<file path="src/rtl/bus_arbiter_pkg.sv">
// Shared encodings for the two-master bus arbiter.
// FSM state codes, owner codes and the "no strobe" byte-enable value.
// Imported by the arbiter top; rr_pick is self-contained.
package bus_arbiter_pkg;

  typedef enum logic [1:0] {
    ST_IDLE   = 2'd0,
    ST_ACCESS = 2'd1,
    ST_RESP   = 2'd2
  } state_t;

  localparam logic [1:0] OWN_NONE = 2'b00;
  localparam logic [1:0] OWN_M0   = 2'b01;
  localparam logic [1:0] OWN_M1   = 2'b10;

  localparam logic [3:0] BE_NONE  = 4'b0000;

  // Owner code for a granted master index (0 = m0, 1 = m1).
  function automatic logic [1:0] own_code(input logic id);
    return id ? OWN_M1 : OWN_M0;
  endfunction

endpackage

</file>
<file path="src/rtl/rr_pick.sv">
// Combinational 2-way round-robin pick with an optional held (locked) master.
// Latency: zero cycles, purely combinational.
// No backpressure: the caller decides whether the pick is consumed.
module rr_pick (
  input  logic [1:0] req,
  input  logic       last,
  input  logic       hold,
  input  logic       held_id,
  output logic       gnt_valid,
  output logic       gnt_id
);

  // Held master wins while it still requests; otherwise the master that was not served last wins a tie.
  always_comb begin
    gnt_valid = |req;
    gnt_id    = 1'b0;
    if (hold && req[held_id]) begin
      gnt_id = held_id;
    end else if (req == 2'b11) begin
      gnt_id = ~last;
    end else begin
      gnt_id = req[1];
    end
  end

endmodule

</file>
<file path="src/rtl/bus_arbiter.sv">
// Two-master arbiter serialising CPU and DMA/debug accesses onto one bridge port.
// Latency: req seen in IDLE at t, bridge command at t+1, ack/rdata at t+2; one access per 3 cycles.
// Backpressure: masters hold req and command until their one-cycle ack; the loser simply waits.
module bus_arbiter
  import bus_arbiter_pkg::*;
#(
  parameter int ADDR_W    = 32,
  parameter int DATA_W    = 32,
  parameter int MAX_BURST = 4
) (
  input  logic              clk,
  input  logic              reset,
  input  logic              m0_req,
  input  logic              m0_lock,
  input  logic [3:0]        m0_byteen,
  input  logic [ADDR_W-1:0] m0_addr,
  input  logic [DATA_W-1:0] m0_wdata,
  output logic              m0_ack,
  output logic [DATA_W-1:0] m0_rdata,
  input  logic              m1_req,
  input  logic              m1_lock,
  input  logic [3:0]        m1_byteen,
  input  logic [ADDR_W-1:0] m1_addr,
  input  logic [DATA_W-1:0] m1_wdata,
  output logic              m1_ack,
  output logic [DATA_W-1:0] m1_rdata,
  output logic [3:0]        s_byteen,
  output logic [ADDR_W-1:0] s_addr,
  output logic [DATA_W-1:0] s_wdata,
  input  logic [DATA_W-1:0] s_rdata,
  output logic [1:0]        owner
);

  // Counter only needs to reach MAX_BURST-1; keep at least one bit for MAX_BURST==1.
  localparam int CNT_W = (MAX_BURST > 1) ? $clog2(MAX_BURST) : 1;

  state_t            state_q, state_d;
  logic [1:0]        owner_q, owner_d;
  logic              gid_q, gid_d;
  logic [3:0]        cmd_be_q, cmd_be_d;
  logic [ADDR_W-1:0] cmd_addr_q, cmd_addr_d;
  logic [DATA_W-1:0] cmd_wdata_q, cmd_wdata_d;
  logic [DATA_W-1:0] m0_rdata_q, m0_rdata_d;
  logic [DATA_W-1:0] m1_rdata_q, m1_rdata_d;
  logic              last_q, last_d;
  logic              hold_q, hold_d;
  logic [CNT_W-1:0]  burst_cnt_q, burst_cnt_d;

  logic [1:0] req_vec;
  logic [1:0] lock_vec;
  logic       gnt_valid;
  logic       gnt_id;

  assign req_vec  = {m1_req, m0_req};
  assign lock_vec = {m1_lock, m0_lock};

  // The held master is always the one served last, so last doubles as held_id.
  rr_pick u_rr_pick (
    .req       (req_vec),
    .last      (last_q),
    .hold      (hold_q),
    .held_id   (last_q),
    .gnt_valid (gnt_valid),
    .gnt_id    (gnt_id)
  );

  // State register: synchronous active-low reset aborts any in-flight access.
  always_ff @(posedge clk) begin
    if (!reset) begin
      state_q     <= ST_IDLE;
      owner_q     <= OWN_NONE;
      gid_q       <= 1'b0;
      cmd_be_q    <= BE_NONE;
      cmd_addr_q  <= '0;
      cmd_wdata_q <= '0;
      m0_rdata_q  <= '0;
      m1_rdata_q  <= '0;
      last_q      <= 1'b1;
      hold_q      <= 1'b0;
      burst_cnt_q <= '0;
    end else begin
      state_q     <= state_d;
      owner_q     <= owner_d;
      gid_q       <= gid_d;
      cmd_be_q    <= cmd_be_d;
      cmd_addr_q  <= cmd_addr_d;
      cmd_wdata_q <= cmd_wdata_d;
      m0_rdata_q  <= m0_rdata_d;
      m1_rdata_q  <= m1_rdata_d;
      last_q      <= last_d;
      hold_q      <= hold_d;
      burst_cnt_q <= burst_cnt_d;
    end
  end

  // Next state: grant and capture in IDLE, sample read data in ACCESS, update lock bookkeeping in RESP.
  always_comb begin
    state_d     = state_q;
    owner_d     = owner_q;
    gid_d       = gid_q;
    cmd_be_d    = cmd_be_q;
    cmd_addr_d  = cmd_addr_q;
    cmd_wdata_d = cmd_wdata_q;
    m0_rdata_d  = m0_rdata_q;
    m1_rdata_d  = m1_rdata_q;
    last_d      = last_q;
    hold_d      = hold_q;
    burst_cnt_d = burst_cnt_q;
    case (state_q)
      ST_IDLE: begin
        // Held master went away: drop the lock and let normal arbitration run this same cycle.
        if (hold_q && !req_vec[last_q]) begin
          hold_d      = 1'b0;
          burst_cnt_d = '0;
        end
        if (gnt_valid) begin
          state_d     = ST_ACCESS;
          gid_d       = gnt_id;
          owner_d     = own_code(gnt_id);
          cmd_be_d    = gnt_id ? m1_byteen : m0_byteen;
          cmd_addr_d  = gnt_id ? m1_addr   : m0_addr;
          cmd_wdata_d = gnt_id ? m1_wdata  : m0_wdata;
        end
      end
      ST_ACCESS: begin
        if (gid_q) begin
          m1_rdata_d = s_rdata;
        end else begin
          m0_rdata_d = s_rdata;
        end
        state_d = ST_RESP;
      end
      ST_RESP: begin
        state_d = ST_IDLE;
        owner_d = OWN_NONE;
        last_d  = gid_q;
        if (lock_vec[gid_q] && (int'(burst_cnt_q) + 1 < MAX_BURST)) begin
          hold_d      = 1'b1;
          burst_cnt_d = burst_cnt_q + CNT_W'(1);
        end else begin
          hold_d      = 1'b0;
          burst_cnt_d = '0;
        end
      end
      default: state_d = ST_IDLE;
    endcase
  end

  // Outputs: strobe only in ACCESS, ack only in RESP, both suppressed while reset is asserted.
  always_comb begin
    s_byteen = BE_NONE;
    m0_ack   = 1'b0;
    m1_ack   = 1'b0;
    if (reset) begin
      if (state_q == ST_ACCESS) begin
        s_byteen = cmd_be_q;
      end
      if (state_q == ST_RESP) begin
        m0_ack = ~gid_q;
        m1_ack = gid_q;
      end
    end
  end

  assign s_addr   = cmd_addr_q;
  assign s_wdata  = cmd_wdata_q;
  assign owner    = owner_q;
  assign m0_rdata = m0_rdata_q;
  assign m1_rdata = m1_rdata_q;

endmodule

</file>
<file path="config.mk">
export PLATFORM = sky130hd
export DESIGN_NAME = bus_arbiter
export DESIGN_NICKNAME = d
export VERILOG_FILES = /design/src/rtl/bus_arbiter_pkg.sv /design/src/rtl/rr_pick.sv /design/src/rtl/bus_arbiter.sv
export SDC_FILE = /design/constraint.sdc
export NUM_CORES = 1
export LEC_CHECK = 0
export BUFFER_PORTS_ARGS = -buffer_cell sky130_fd_sc_hd__buf_2
export CAP_MARGIN = 5
export CORE_MARGIN = 2
export CORE_UTILIZATION = 30
export CTS_CLUSTER_DIAMETER = 200
export DETAILED_ROUTE_END_ITERATION = 10
export PLACE_DENSITY_LB_ADDON = 0.08
export SYNTH_ARGS = -nofsm -noshare
export SYNTH_HDL_FRONTEND = slang
export SYNTH_SLANG_ARGS = --single-unit
</file>
<file path="constraint.sdc">
create_clock -name clk -period 4.6 [get_ports clk]
set_input_delay 0.69 -clock clk [delete_from_list [all_inputs] [get_ports clk]]
set_output_delay 0.69 -clock clk [all_outputs]
set_load 0.01 [all_outputs]
</file>
==> results.ini <==
[outcome]
outcome=finished, final reports clean

[drt]
ant_nets=0
wl_um=24000
drt-initial-drc-count=297
vias=6877
viasPerCell=5.05
post-route-drc-count=0
first_pass_iters=4
wl_per_cell_um=17.6

[floorplanning]
die_w_um=155
core_um2=22400
dieHeight_um=155
die_area_um2=23900
design.portCount=310
start_util=0.303
rows=55

[timing]
slew_viol_final=0
fmax_ghz=0.372
fin_crit_sh=0.585
relSlewSlack=0.276
rsz0062_at_grt=false
worst_pin_slew_ns=1.09
tns_ns=0
finalHoldViolCount=0
finalCriticalPeriod_ns=2.69
finClkSkew_ns=0.0123
setup_viol=0
layout_setup_ws_ns=1.91

[global_route]
grt_use_met2=0.320
grt-ovfl-total=0
use_met1=0.244
grt_use_total=0.194
met3_usage=0.0670
grt.busiest_layer=met2
grt_pass1_vias=6734
grt_first_pass_wirelength_um=37200
grt_antenna_before_repair=2
grt_start_max_net_pins=95

[synthesis]
synth_fp_nets=986
synthArstFlopShare=0
synth_ff_type=dfxtp_1
synth_commonest_cells=a21oi_1 (206), dfxtp_1 (141), nand2_1 (131)
synth_edf_count=0
ys_seq_area_frac=0.415
syn_avg_cell_area_um2=8.39
ys_types=39
synth_top_area_frac=0.415
ys_seq_elements=141
synth_area_leader_cell=dfxtp_1
synth_area_leaders=dfxtp_1 (41%), a21oi_1 (15%), or4b_2 (7.4%)
synth_area_um2=6810
yosysMostFrequentCell=a21oi_1
synth_warnings=0
synth_cells=811

[worst_setup_path]
crit_chain=and3_1 -> and2_1 -> buf_2
cp-end-kind=output port
slowest_stage=dfxtp_2
crit_fanout=45
required_ns=3.91
slowest_delay_ns=0.88
critPathKind=reg -> out
cp.arrival_ns=2.00
cp_top_family=flip-flops
critPathLaunchType=flop
critPathBufInv=1

[final_layout]
fill_cells=2369
regArea_um2=2830
layout-drive-gt1-share=0.408
nNetsFinal=1236
fin_area_um2=8980
areaGrowthSynthToFinish_pct=31.9
multi_input_area_um2=3270

[cts]
cts_tree=built
clk_path_buf_depth=2
postCtsSetupBuffers=0
worstSkewPairLatency_ns=0.43
root_buffer=clkbuf_16
htree_levels=4
cts-resized-gates=0
hold_buffers=0
clk_pin_slew_worst_paths_ns=0.07
numCtsBuffers=17
cts.sinks=141

[placement]
port_buffers=309
placed_area_um2=8380
hpwl_um=15600
place.gp.congestion=0.779
dpl_worst_slack_ns=1.80

[power_and_ir_drop]
power_w=0.00342
p_leak_nw=4.10
p_per_area_nw_per_um2=381
peakVddDrop_v=0.000221

[min_path]
hold_class=reg -> reg

[flow_run]
cap_violations=0

power by group:
group / total (W) / switching [W] / internal [W] / leakage [nW]
Clock: 0.00142 / 0.000639 / 0.000777 / 0.294
Combinational: 0.000624 / 0.000365 / 0.000259 / 2.64
Sequential: 0.00138 / 0.0000623 / 0.00132 / 1.16
Total: 0.00342 / 0.00107 / 0.00236 / 4.10
placed cells by master, fill, tap and decap left out, drive strengths merged, types with 2 or more instances in the layout:
master and instances:
clkinv 4, diode 2, clkbuf 17, nand2 131
nand3b 2, and3 2, o211ai 3, a21oi 206
or4b 68, inv 82, mux2 2, a2111oi 69
nor3b 2, nand3 2, and2 4, buf 322
dfxtp 141, nor3 2
kinds of logic (layout without fill, tap and decap cells):
| family | after synthesis | after routing | share of synthesized area |
|---|---|---|---|
| and+or+nand+nor | 220 | 220 | 0.196 |
| other | 0 | 2 | 0 |
| buffers and inverters | 163 | 426 | 0.108 |
| xor gates and xnor gates | 2 | 2 | 0.00478 |
| AOI/OAI and AO/OA | 282 | 282 | 0.272 |
| muxes | 2 | 2 | 0.00331 |
| DFF | 141 | 141 | 0.415 |
| adders and majority gates | 1 | 1 | 0.00184 |
routing by layer:
metal,share of wire,vias up
met4,0.013,0
met2,0.47,224
met1,0.44,3236
li1,-,3396
met5,0,-
met3,0.077,21
layout make-up:
type                    count  area share
diodes                      2    0.000557
clock buffers              17      0.0474
clock inverters            15      0.0190
inverters                  72      0.0304
multi-input cells         507       0.364
flip-flops and latches    141       0.315
well taps                 285      0.0397
repair buffers            322       0.185
metrics by stage:
step	instances	hold slack (ns)	util
2_1_floorplan	811	0.480	-
3_3_place_gp	1327	0.438	0.373
3_5_place_dp	1327	0.443	0.373
4_1_cts	1359	0.452	0.400
5_1_grt	1361	0.468	0.400
6_report	1361	0.450	0.400
registers in the layout, indices dropped and copies added, names as in the netlist:
register,cells
m0_rdata,32
m1_rdata,32
s_addr,32
s_wdata,32
cmd_be_q,4
burst_cnt_q,2
owner,2
state_q,2
gid_q,1
hold_q,1
last_q,1
final timing paths:
check	slack, ns	cells past startpoint	from	to
max	1.91	3	state_q[0]$_SDFFE_PN0P_	s_byteen[2]
max reg2reg	2.22	4	state_q[1]$_SDFFE_PN0P_	s_wdata[22]$_SDFFE_PN0P_
min reg2reg	0.45	2	m0_rdata[13]$_SDFFE_PN0P_	m0_rdata[13]$_SDFFE_PN0P_
min	0.45	2	m0_rdata[13]$_SDFFE_PN0P_	m0_rdata[13]$_SDFFE_PN0P_
worst register-to-register path, delay by kind of cell (launching register included):
| kind | cells | cell delay (ns) |
|---|---|---|
| buffers and inverters | 1 | 0.34 |
| flip-flops | 1 | 0.41 |
| AO/OA/AOI/OAI | 2 | 0.58 |
| AND/OR/NAND/NOR | 1 | 0.93 |
(Power assumes the default switching activity.)
